## src/rtl/halut_pkg.sv

```systemverilog
// Shared types and width helpers for the HALUT decoder controller.
//   ctrl_state_e : controller FSM encoding (IDLE, LOAD, DECODE, FLUSH)
//   cnt_width()  : width of a counter that must hold the values 0..depth
package halut_pkg;

    typedef enum logic [1:0] {
        CS_IDLE   = 2'd0,
        CS_LOAD   = 2'd1,
        CS_DECODE = 2'd2,
        CS_FLUSH  = 2'd3
    } ctrl_state_e;

    function automatic int unsigned cnt_width(input int unsigned depth);
        return $clog2(depth + 1);
    endfunction

endpackage

```

## src/rtl/halut_result_fifo.sv

```systemverilog
// First-word-fall-through result buffer for decoder row results.
//   clk_i, rst_ni : clock, asynchronous active-low reset
//   push_i/data_i : write side, ignored while full
//   pop_i         : read side, ignored while empty
//   data_o        : head entry, valid whenever empty_o is low
//   full_o, empty_o, count_o : occupancy status
module halut_result_fifo
    import halut_pkg::*;
#(
    parameter int unsigned Width    = 32,
    parameter int unsigned Depth    = 4,
    parameter int unsigned PtrWidth = (Depth > 1) ? $clog2(Depth) : 1,
    parameter int unsigned CntWidth = cnt_width(Depth)
) (
    input  logic                clk_i,
    input  logic                rst_ni,
    input  logic                push_i,
    input  logic [Width-1:0]    data_i,
    input  logic                pop_i,
    output logic [Width-1:0]    data_o,
    output logic                full_o,
    output logic                empty_o,
    output logic [CntWidth-1:0] count_o
);

    logic [Width-1:0]    mem_q [Depth];
    logic [PtrWidth-1:0] wptr_q, rptr_q;
    logic [CntWidth-1:0] count_q;
    logic                do_push, do_pop;

    assign full_o  = (count_q == CntWidth'(Depth));
    assign empty_o = (count_q == '0);
    assign count_o = count_q;
    assign data_o  = mem_q[rptr_q];
    assign do_push = push_i && !full_o;
    assign do_pop  = pop_i && !empty_o;

    always_ff @(posedge clk_i or negedge rst_ni) begin
        if (!rst_ni) begin
            wptr_q  <= '0;
            rptr_q  <= '0;
            count_q <= '0;
        end else begin
            if (do_push) wptr_q <= wptr_q + 1'b1;
            if (do_pop)  rptr_q <= rptr_q + 1'b1;
            case ({do_push, do_pop})
                2'b10:   count_q <= count_q + 1'b1;
                2'b01:   count_q <= count_q - 1'b1;
                default: count_q <= count_q;
            endcase
        end
    end

    // Storage needs no reset: nothing is read until count_q says it was written.
    always_ff @(posedge clk_i) begin
        if (do_push) mem_q[wptr_q] <= data_i;
    end

endmodule

```

## src/rtl/halut_decoder_ctrl.sv

```systemverilog
// Sequencer for one halut_decoder lane: loads the C x K LUT, streams
// prototype indices to the decoder, closes batches with a flush beat and
// buffers row results, reserving a buffer slot before each row starts.
//   lut_valid_i/lut_ready_o/lut_data_i : LUT word stream (c-major, then k)
//   load_done_o                       : pulse once the last LUT word is issued
//   idx_valid_i/idx_ready_o/idx_k_i/idx_last_i : encoded index stream
//   dec_waddr_o/dec_wdata_o/dec_we_o   : decoder LUT write port (registered)
//   dec_c_addr_o/dec_k_addr_o/dec_en_o : decoder read/accumulate (registered)
//   dec_valid_i/dec_result_i           : decoder row result
//   res_valid_o/res_ready_i/res_data_o : FP32 result stream
//   err_o : sticky protocol error      busy_o : not idle or credits held
//
// state  | meaning
// IDLE   | waiting; LUT word has priority over an index
// LOAD   | accepting LUT words into the decoder
// DECODE | inside a row or between rows of a batch
// FLUSH  | one c=0,k=0 beat to push the last row through the decoder
module halut_decoder_ctrl
    import halut_pkg::*;
#(
    parameter int unsigned C               = 32,
    parameter int unsigned K               = 16,
    parameter int unsigned DataTypeWidth   = 16,
    parameter int unsigned ResultFifoDepth = 4,
    parameter int unsigned TotalAddrWidth  = $clog2(C * K),
    parameter int unsigned CAddrWidth      = $clog2(C),
    parameter int unsigned TreeDepth       = $clog2(K)
) (
    input  logic                      clk_i,
    input  logic                      rst_ni,
    input  logic                      lut_valid_i,
    output logic                      lut_ready_o,
    input  logic [DataTypeWidth-1:0]  lut_data_i,
    output logic                      load_done_o,
    input  logic                      idx_valid_i,
    output logic                      idx_ready_o,
    input  logic [TreeDepth-1:0]      idx_k_i,
    input  logic                      idx_last_i,
    output logic [TotalAddrWidth-1:0] dec_waddr_o,
    output logic [DataTypeWidth-1:0]  dec_wdata_o,
    output logic                      dec_we_o,
    output logic [CAddrWidth-1:0]     dec_c_addr_o,
    output logic [TreeDepth-1:0]      dec_k_addr_o,
    output logic                      dec_en_o,
    input  logic                      dec_valid_i,
    input  logic [31:0]               dec_result_i,
    output logic                      res_valid_o,
    input  logic                      res_ready_i,
    output logic [31:0]               res_data_o,
    output logic                      err_o,
    output logic                      busy_o
);

    localparam logic [1:0] ST_IDLE   = CS_IDLE;
    localparam logic [1:0] ST_LOAD   = CS_LOAD;
    localparam logic [1:0] ST_DECODE = CS_DECODE;
    localparam logic [1:0] ST_FLUSH  = CS_FLUSH;

    localparam int unsigned CreditWidth = cnt_width(ResultFifoDepth);
    localparam logic [CAddrWidth-1:0]     CLast     = CAddrWidth'(C - 1);
    localparam logic [TotalAddrWidth-1:0] WLast     = TotalAddrWidth'(C * K - 1);
    localparam logic [CreditWidth-1:0]    CreditMax = CreditWidth'(ResultFifoDepth);

    logic [1:0]                state_q;
    logic [CAddrWidth-1:0]     c_cnt_q;
    logic [TotalAddrWidth-1:0] waddr_cnt_q;
    logic [CreditWidth-1:0]    reserved_q;
    logic                      active_q;

    logic                   lut_prio, lut_hs, idx_hs, row_start, res_pop, credit_ok;
    logic                   fifo_full, fifo_empty, fifo_push;
    logic [CreditWidth-1:0] fifo_count;

    assign lut_prio    = (state_q == ST_IDLE) && lut_valid_i;
    assign lut_ready_o = (state_q == ST_LOAD);
    assign lut_hs      = lut_valid_i && lut_ready_o;
    // A row may only start with a free result slot; mid-row indices never stall on credits.
    assign credit_ok   = (c_cnt_q != '0) || (reserved_q < CreditMax);
    // active_q holds ready low while reset is asserted.
    assign idx_ready_o = active_q && ((state_q == ST_IDLE) || (state_q == ST_DECODE))
                         && !lut_prio && credit_ok;
    assign idx_hs      = idx_valid_i && idx_ready_o;
    assign row_start   = idx_hs && (c_cnt_q == '0);
    assign res_valid_o = !fifo_empty;
    assign res_pop     = res_valid_o && res_ready_i;
    assign fifo_push   = dec_valid_i && !fifo_full;
    assign busy_o      = (state_q != ST_IDLE) || (reserved_q != '0);

    always_ff @(posedge clk_i or negedge rst_ni) begin
        if (!rst_ni) begin
            state_q      <= ST_IDLE;
            c_cnt_q      <= '0;
            waddr_cnt_q  <= '0;
            reserved_q   <= '0;
            active_q     <= 1'b0;
            err_o        <= 1'b0;
            load_done_o  <= 1'b0;
            dec_waddr_o  <= '0;
            dec_wdata_o  <= '0;
            dec_we_o     <= 1'b0;
            dec_c_addr_o <= '0;
            dec_k_addr_o <= '0;
            dec_en_o     <= 1'b0;
        end else begin
            active_q    <= 1'b1;
            load_done_o <= 1'b0;
            dec_we_o    <= lut_hs;
            dec_en_o    <= 1'b0;
            if (lut_hs) begin
                dec_waddr_o <= waddr_cnt_q;
                dec_wdata_o <= lut_data_i;
            end

            case (state_q)
                ST_IDLE: begin
                    if (lut_valid_i) state_q <= ST_LOAD;
                end
                ST_LOAD: begin
                    if (lut_hs) begin
                        if (waddr_cnt_q == WLast) begin
                            waddr_cnt_q <= '0;
                            state_q     <= ST_IDLE;
                            load_done_o <= 1'b1;
                        end else begin
                            waddr_cnt_q <= waddr_cnt_q + 1'b1;
                        end
                    end
                end
                ST_FLUSH: begin
                    dec_en_o     <= 1'b1;
                    dec_c_addr_o <= '0;
                    dec_k_addr_o <= '0;
                    state_q      <= ST_IDLE;
                end
                default: begin
                end
            endcase

            if (idx_hs) begin
                dec_en_o     <= 1'b1;
                dec_c_addr_o <= c_cnt_q;
                dec_k_addr_o <= idx_k_i;
                if (idx_last_i) begin
                    state_q <= ST_FLUSH;
                    c_cnt_q <= '0;
                    if (c_cnt_q != CLast) err_o <= 1'b1;
                end else begin
                    state_q <= ST_DECODE;
                    c_cnt_q <= (c_cnt_q == CLast) ? '0 : c_cnt_q + 1'b1;
                end
            end

            // A result is only legal while some reserved slot is still unfilled.
            if (dec_valid_i && (fifo_full || (reserved_q <= fifo_count))) err_o <= 1'b1;

            if (row_start && !res_pop)      reserved_q <= reserved_q + 1'b1;
            else if (!row_start && res_pop) reserved_q <= reserved_q - 1'b1;
        end
    end

    halut_result_fifo #(
        .Width (32),
        .Depth (ResultFifoDepth)
    ) u_result_fifo (
        .clk_i   (clk_i),
        .rst_ni  (rst_ni),
        .push_i  (fifo_push),
        .data_i  (dec_result_i),
        .pop_i   (res_ready_i),
        .data_o  (res_data_o),
        .full_o  (fifo_full),
        .empty_o (fifo_empty),
        .count_o (fifo_count)
    );

endmodule

```

## config.mk

```make
export PLATFORM = sky130hd
export DESIGN_NAME = halut_decoder_ctrl
export DESIGN_NICKNAME = d
export VERILOG_FILES = /design/src/rtl/halut_pkg.sv /design/src/rtl/halut_result_fifo.sv /design/src/rtl/halut_decoder_ctrl.sv
export SDC_FILE = /design/constraint.sdc
export NUM_CORES = 1
export LEC_CHECK = 0
export ABC_AREA = 1
export CAP_MARGIN = 20
export CORE_UTILIZATION = 25
export DETAILED_ROUTE_END_ITERATION = 16
export SLEW_MARGIN = 10
export SYNTH_ARGS = -nofsm -noshare
export SYNTH_HDL_FRONTEND = slang
export SYNTH_SLANG_ARGS = --single-unit
```

## constraint.sdc

```tcl
create_clock -name clk_i -period 3.6 [get_ports clk_i]
set_input_delay 1.08 -clock clk_i [delete_from_list [all_inputs] [get_ports clk_i]]
set_output_delay 1.08 -clock clk_i [all_outputs]
set_load 0.005 [all_outputs]
```

* Yosys cells after proc, flatten, opt, wreduce, memory -nomap -nowiden
Memories as Yosys holds them, arrays and structs flattened.
Cells that the tools add are included.
** Word-level totals
- Output and inout bits :: 74
- Latch bits :: 0
- Bits in registers :: 65
- Logic and storage cells :: 104
- RAM bits :: 128
- Bits in read-only memories :: 0
- Memories kept :: 1
** Memory list
- u_result_fifo.mem_q :: words 4, width 32, rd ports 1, clocked after memory_dff 0, wr ports 1, RTL line halut_result_fifo.sv:26 : logic [Width-1:0] mem_q [Depth];
** Operators by class
- $mul :: 0
- Reductions and logical operators :: 38
- Shift operators :: 0
- Magnitude comparators :: 2
- Div/mod/pow operators :: 0
- Multiplexer cells :: 27
- Equal/unequal tests :: 12
- Add/subtract/negate cells :: 8
- Bitwise operators :: 0
** Operator list (number)
- two-way mux 5 bit :: 4
- nonzero test 2 bit :: 7
- logical AND 1 bit :: 13
- two-way mux 1 bit :: 12
- adder 9 x 1 -> 9 bit (second input constant) :: 1
- equality test 9 bit (second input constant) :: 1
- two-way mux 9 bit :: 1
- two-way mux 2 bit :: 4
- two-way mux 4 bit :: 2
- adder 3 x 1 -> 3 bit (second input constant) :: 2
- equality test 2 bit (second input constant) :: 3
- two-way mux 3 bit :: 2
- != test 3 x 1 -> 1 bit (second input constant) :: 2
- case mux 2 bit (3 select lines) :: 1
- case mux 3 bit (2 select lines) :: 1
- subtractor 3 x 1 -> 3 bit (second input constant) :: 2
- adder 5 x 1 -> 5 bit (second input constant) :: 1
- equality test 5 bit (second input constant) :: 1
- zero test 1 bit :: 5
- zero test 5 bit :: 1
- != test 5 bit (second input constant) :: 1
- nonzero test 5 bit :: 1
- adder 2 x 1 -> 2 bit (second input constant) :: 2
- equality test 2 x 1 -> 1 bit (second input constant) :: 2
- other kinds (12) :: 15

* Longest topological paths before layout
- Depth in word-level cells :: 11
- Depth in mapped cells :: 14
- Gate-level depth less buffers :: 13

* Modules after synthesis
A second synthesis with hierarchy kept.
** Unflattened totals
- Cells, all modules :: 744
- Area, all modules :: 8265.4 µm²
** Modules (own cells, without submodules)
- halut_result_fifo :: instances 1, sequential area each 4018.9 µm², cells an instance 435, area each 5572.8 µm²
- halut_decoder_ctrl :: instances 1, sequential area each 1451.4 µm², cells an instance 309, area each 2692.6 µm²

* Worst setup path before layout
OpenSTA, ideal clock, no wires.
- Kind :: input-to-reg
- From :: in dec_valid_i
- To :: mem u_result_fifo.mem_q[0][0], enable pin
- Slack :: 564 ps
- Data arrival time :: 2615 ps
- Stages :: 2
- Setup time :: 421 ps
- Path buffers :: 0
- Data required time :: 3179 ps
- Cells stage by stage :: nand2_1 > nor2_1
** On the way
- Cells in the longest elaborated chain, start to end :: 4
** RTL lines
- start, declared :: RTL line halut_decoder_ctrl.sv:45 : input logic dec_valid_i,
- logical AND 1 bit :: RTL line halut_decoder_ctrl.sv:86 : assign fifo_push = dec_valid_i && !fifo_full;
- logical AND 1 bit :: RTL line halut_result_fifo.sv:35 : assign do_push = push_i && !full_o;
- two-way mux 1 bit :: RTL line halut_result_fifo.sv:56 : if (do_push) mem_q[wptr_q] <= data_i;
- two-way mux 1 bit (implied by the code) :: RTL line halut_result_fifo.sv:56
- end, declared :: RTL line halut_result_fifo.sv:26
Every way passes these cells.

* Final worst setup path
- From :: in lut_valid_i
- To :: out idx_ready_o
** On the way
- Cells in the longest elaborated chain, start to end :: 4
** RTL lines
- start, declared :: RTL line halut_decoder_ctrl.sv:31 : input logic lut_valid_i,
- logical AND 1 bit :: RTL line halut_decoder_ctrl.sv:74 : assign lut_prio = (state_q == ST_IDLE) && lut_valid_i;
- zero test 1 bit :: RTL line halut_decoder_ctrl.sv:81 : && !lut_prio && credit_ok;
- logical AND 1 bit (2 in a row) :: RTL line halut_decoder_ctrl.sv:81
- end, declared :: RTL line halut_decoder_ctrl.sv:36 : output logic idx_ready_o,
Every way passes these cells.

==> impl_metrics.json <==
{
  "slew_viol_final": 0,
  "first_global_vias": 5146,
  "root_buffer": "clkbuf_16",
  "clkTransAtPathRegs_ns": 0.07,
  "placementRows": 64,
  "initial_core_util_pct": 25.5,
  "ir_drop_mv": 0.319,
  "hold_class": "reg -> reg",
  "cts.sinks": 193,
  "first_iter_violations": 275,
  "via_count": 5148,
  "synth_cell_type_count": 36,
  "grt-ovfl-total": 0,
  "dieArea_um2": 32000,
  "setup_ws_ns": 0.189,
  "hold_buffers": 0,
  "place_congestion": 0.678,
  "synth_compound_area_share_pct": 9.01,
  "ctsResizeCount": 0,
  "r2r-start": "state_q[1]",
  "syn_inst": 657,
  "drtAntennaViolNets": 0,
  "port_buffers": 132,
  "drc": 0,
  "startpoint": "lut_valid_i",
  "drt-total-wl_um": 17700,
  "min_period_ns": 3.41,
  "syn_avg_cell_area_um2": 11.9,
  "coreArea_um2": 30700,
  "ios": 133,
  "cts_setup_buffers": 0,
  "crit_type": "in -> out",
  "nets": 874,
  "placed_cell_area_um2": 9690,
  "cp-start-kind": "primary input",
  "dieHeight_um": 179,
  "period_share_pct": 94.8,
  "cts_tree": "built",
  "cap_violations": 0,
  "final_area_um2": 10300,
  "track_usage_pct": 11.6,
  "die_w_um": 179,
  "timing.fmax_mhz": 293,
  "clk_path_buf_depth": 2,
  "finalSetupTns_ns": 0,
  "rsz0062_at_grt": "no",
  "ys_ff_latch": 193,
  "antenna_found_initial": 1,
  "syn-num-nets": 736,
  "hold_viol_final": 0,
  "synth_xor_area_share_pct": 0.672,
  "place_ws_ns": 0.176,
  "leakage_nw": 3.98,
  "hpwl_um": 11000,
  "crit_arrival_ns": 2.33,
  "worst_pin_slew_ns": 0.556,
  "r2r_cells": 13,
  "synth_top_family_by_area": "simple AND/OR/NAND/NOR gates",
  "grt_max_degree": 66,
  "wl_per_cell_um": 14.7,
  "r2r-end": "reserved_q[2]",
  "setup_viol": 0,
  "ys_warn_count": 0,
  "htreeDepth": 4,
  "area_growth_pct": 31.6,
  "grt_pass1_wl_um": 27900,
  "firstDrtPassIters": 4,
  "numCtsBuffers": 17,
  "fin_skew_ns": 0.0138,
  "drive_gt1_share_pct": 9.28,
  "synthAdderAreaFrac_pct": 3.39,
  "clk_latency_ns": 0.43,
  "synth_mux_area_share_pct": 0.144,
  "required_ns": 2.52,
  "cp-end-kind": "output pin",
  "synth_area_um2": 7820,
  "pwr_density_cell_nw_per_um2": 809,
  "synth_simple_gate_area_share_pct": 12.8,
  "outcome": "finished clean",
  "rrSetupSlack_ns": 1.21,
  "ys_seq_area_share_pct": 70.0,
  "critPathMaxFanout": 2,
  "max_slew_margin_pct": 62.9,
  "crit_path_end": "idx_ready_o",
  "viasPerCell": 4.27
}
synthesized netlist by cell type (all sizes together):
library cell | instances | area [µm²]
nand2 | 110 | 420
fa | 2 | 40.0
nor4 | 1 | 6.26
clkbuf | 16 | 60.1
edfxtp | 128 | 3840
nand4 | 5 | 31.3
mux2 | 1 | 11.3
nand3 | 25 | 158
ha | 18 | 225
nor2 | 92 | 355
dfrtp | 65 | 1630
inv | 41 | 154
buf | 12 | 86.3
or2 | 2 | 12.5
xor2 | 4 | 35.0
o21ai | 84 | 447
nor3 | 3 | 20.0
conb | 1 | 3.75
a21oi | 9 | 45.0
a31oi | 1 | 6.26
xnor2 | 2 | 17.5
clkinv | 2 | 8.75
o22ai | 33 | 206
cell usage in the layout (no fill, tap or decap), types with 9 or more instances in the layout:
master           synthesis  final
a21oi_1                  9      9
buf_4                    2     10
clkbuf_16                0     17
clkdlybuf4s50_1          0    131
dfrtp_1                 65     64
edfxtp_1               128    128
ha_1                    18     18
inv_1                   39     39
nand2_1                107    107
nand3_1                 20     20
nor2_1                  90     86
o21ai_0                 76     76
o22ai_1                 33     33
critical path, stage by stage:
cell,delay (ns)
clkdlybuf4s50_1,0.43
nand2_1,0.07
inv_1,0.04
nor2_2,0.11
nand2_1,0.07
inv_1,0.05
clkdlybuf4s50_1,0.48
area by class of cell:
| type | count | area (µm²) |
|---|---|---|
| Sequential cell | 193 | 5470 |
| Fill cell | 3051 | 20400 |
| Inverter | 43 | 164 |
| Tap cell | 396 | 495 |
| Timing Repair Buffer | 147 | 1490 |
| Clock inverter | 11 | 138 |
| Multi-Input combinational cell | 393 | 2070 |
| Antenna cell | 1 | 2.50 |
| Clock buffer | 21 | 460 |
layer usage:
metal / routed length, µm / vias up / global-route usage (%) / part of all wire (%)
li1: - / 2550 / - / -
met1: 8010 / 2468 / 14.3 / 45
met2: 8550 / 119 / 19.5 / 48
met3: 1040 / 11 / 3.73 / 5.9
met4: 121 / 0 / 2.58 / 0.68
met5: 0 / - / 0 / 0
flip-flops by register name, indices dropped and copies added, names as in the netlist:
name / count
active_q: 1
c_cnt_q: 5
dec_c_addr_o: 5
dec_en_o: 1
dec_k_addr_o: 4
dec_waddr_o: 9
dec_wdata_o: 16
dec_we_o: 1
err_o: 1
load_done_o: 1
reserved_q: 3
state_q: 2
u_result_fifo.count_o: 3
u_result_fifo.mem_q: 128
u_result_fifo.rptr_q: 2
u_result_fifo.wptr_q: 2
waddr_cnt_q: 9
logic make-up after synthesis:
logic type,after synthesis
and+or+nand+nor,238
DFF,193
AOI/OAI and AO/OA,127
buffers and inverters,71
adders and majority gates,20
xor gates and xnor gates,6
other,1
muxes,1
stage by stage:
step           power [W]  utilization, %  std cells  hold WS [ns]
3_5_place_dp     0.00651            31.6       1172         0.457
5_1_grt          0.00896            33.6       1204         0.494
2_1_floorplan    0.00485               -        657         0.450
3_3_place_gp     0.00646            31.6       1172         0.459
6_report         0.00833            33.6       1205         0.468
4_1_cts          0.00848            33.6       1204         0.475
worst min-delay path by stage:
stage	start	to	cells past startpoint
floorplan	u_result_fifo.count_o[1]	u_result_fifo.count_o[1]	2
CTS	err_o	err_o	2
global route	err_o	err_o	2
finish	err_o	err_o	2
global placement	err_o	err_o	2
detailed placement	err_o	err_o	2
power by group:
group | switching (W) | internal (W) | total, W
sequential | 0.000270 | 0.00297 | 0.00324
combinational | 0.00167 | 0.00149 | 0.00316
clock | 0.000853 | 0.00108 | 0.00194
total | 0.00279 | 0.00554 | 0.00833
No activity file was read; power rests on OpenSTA's default activity.
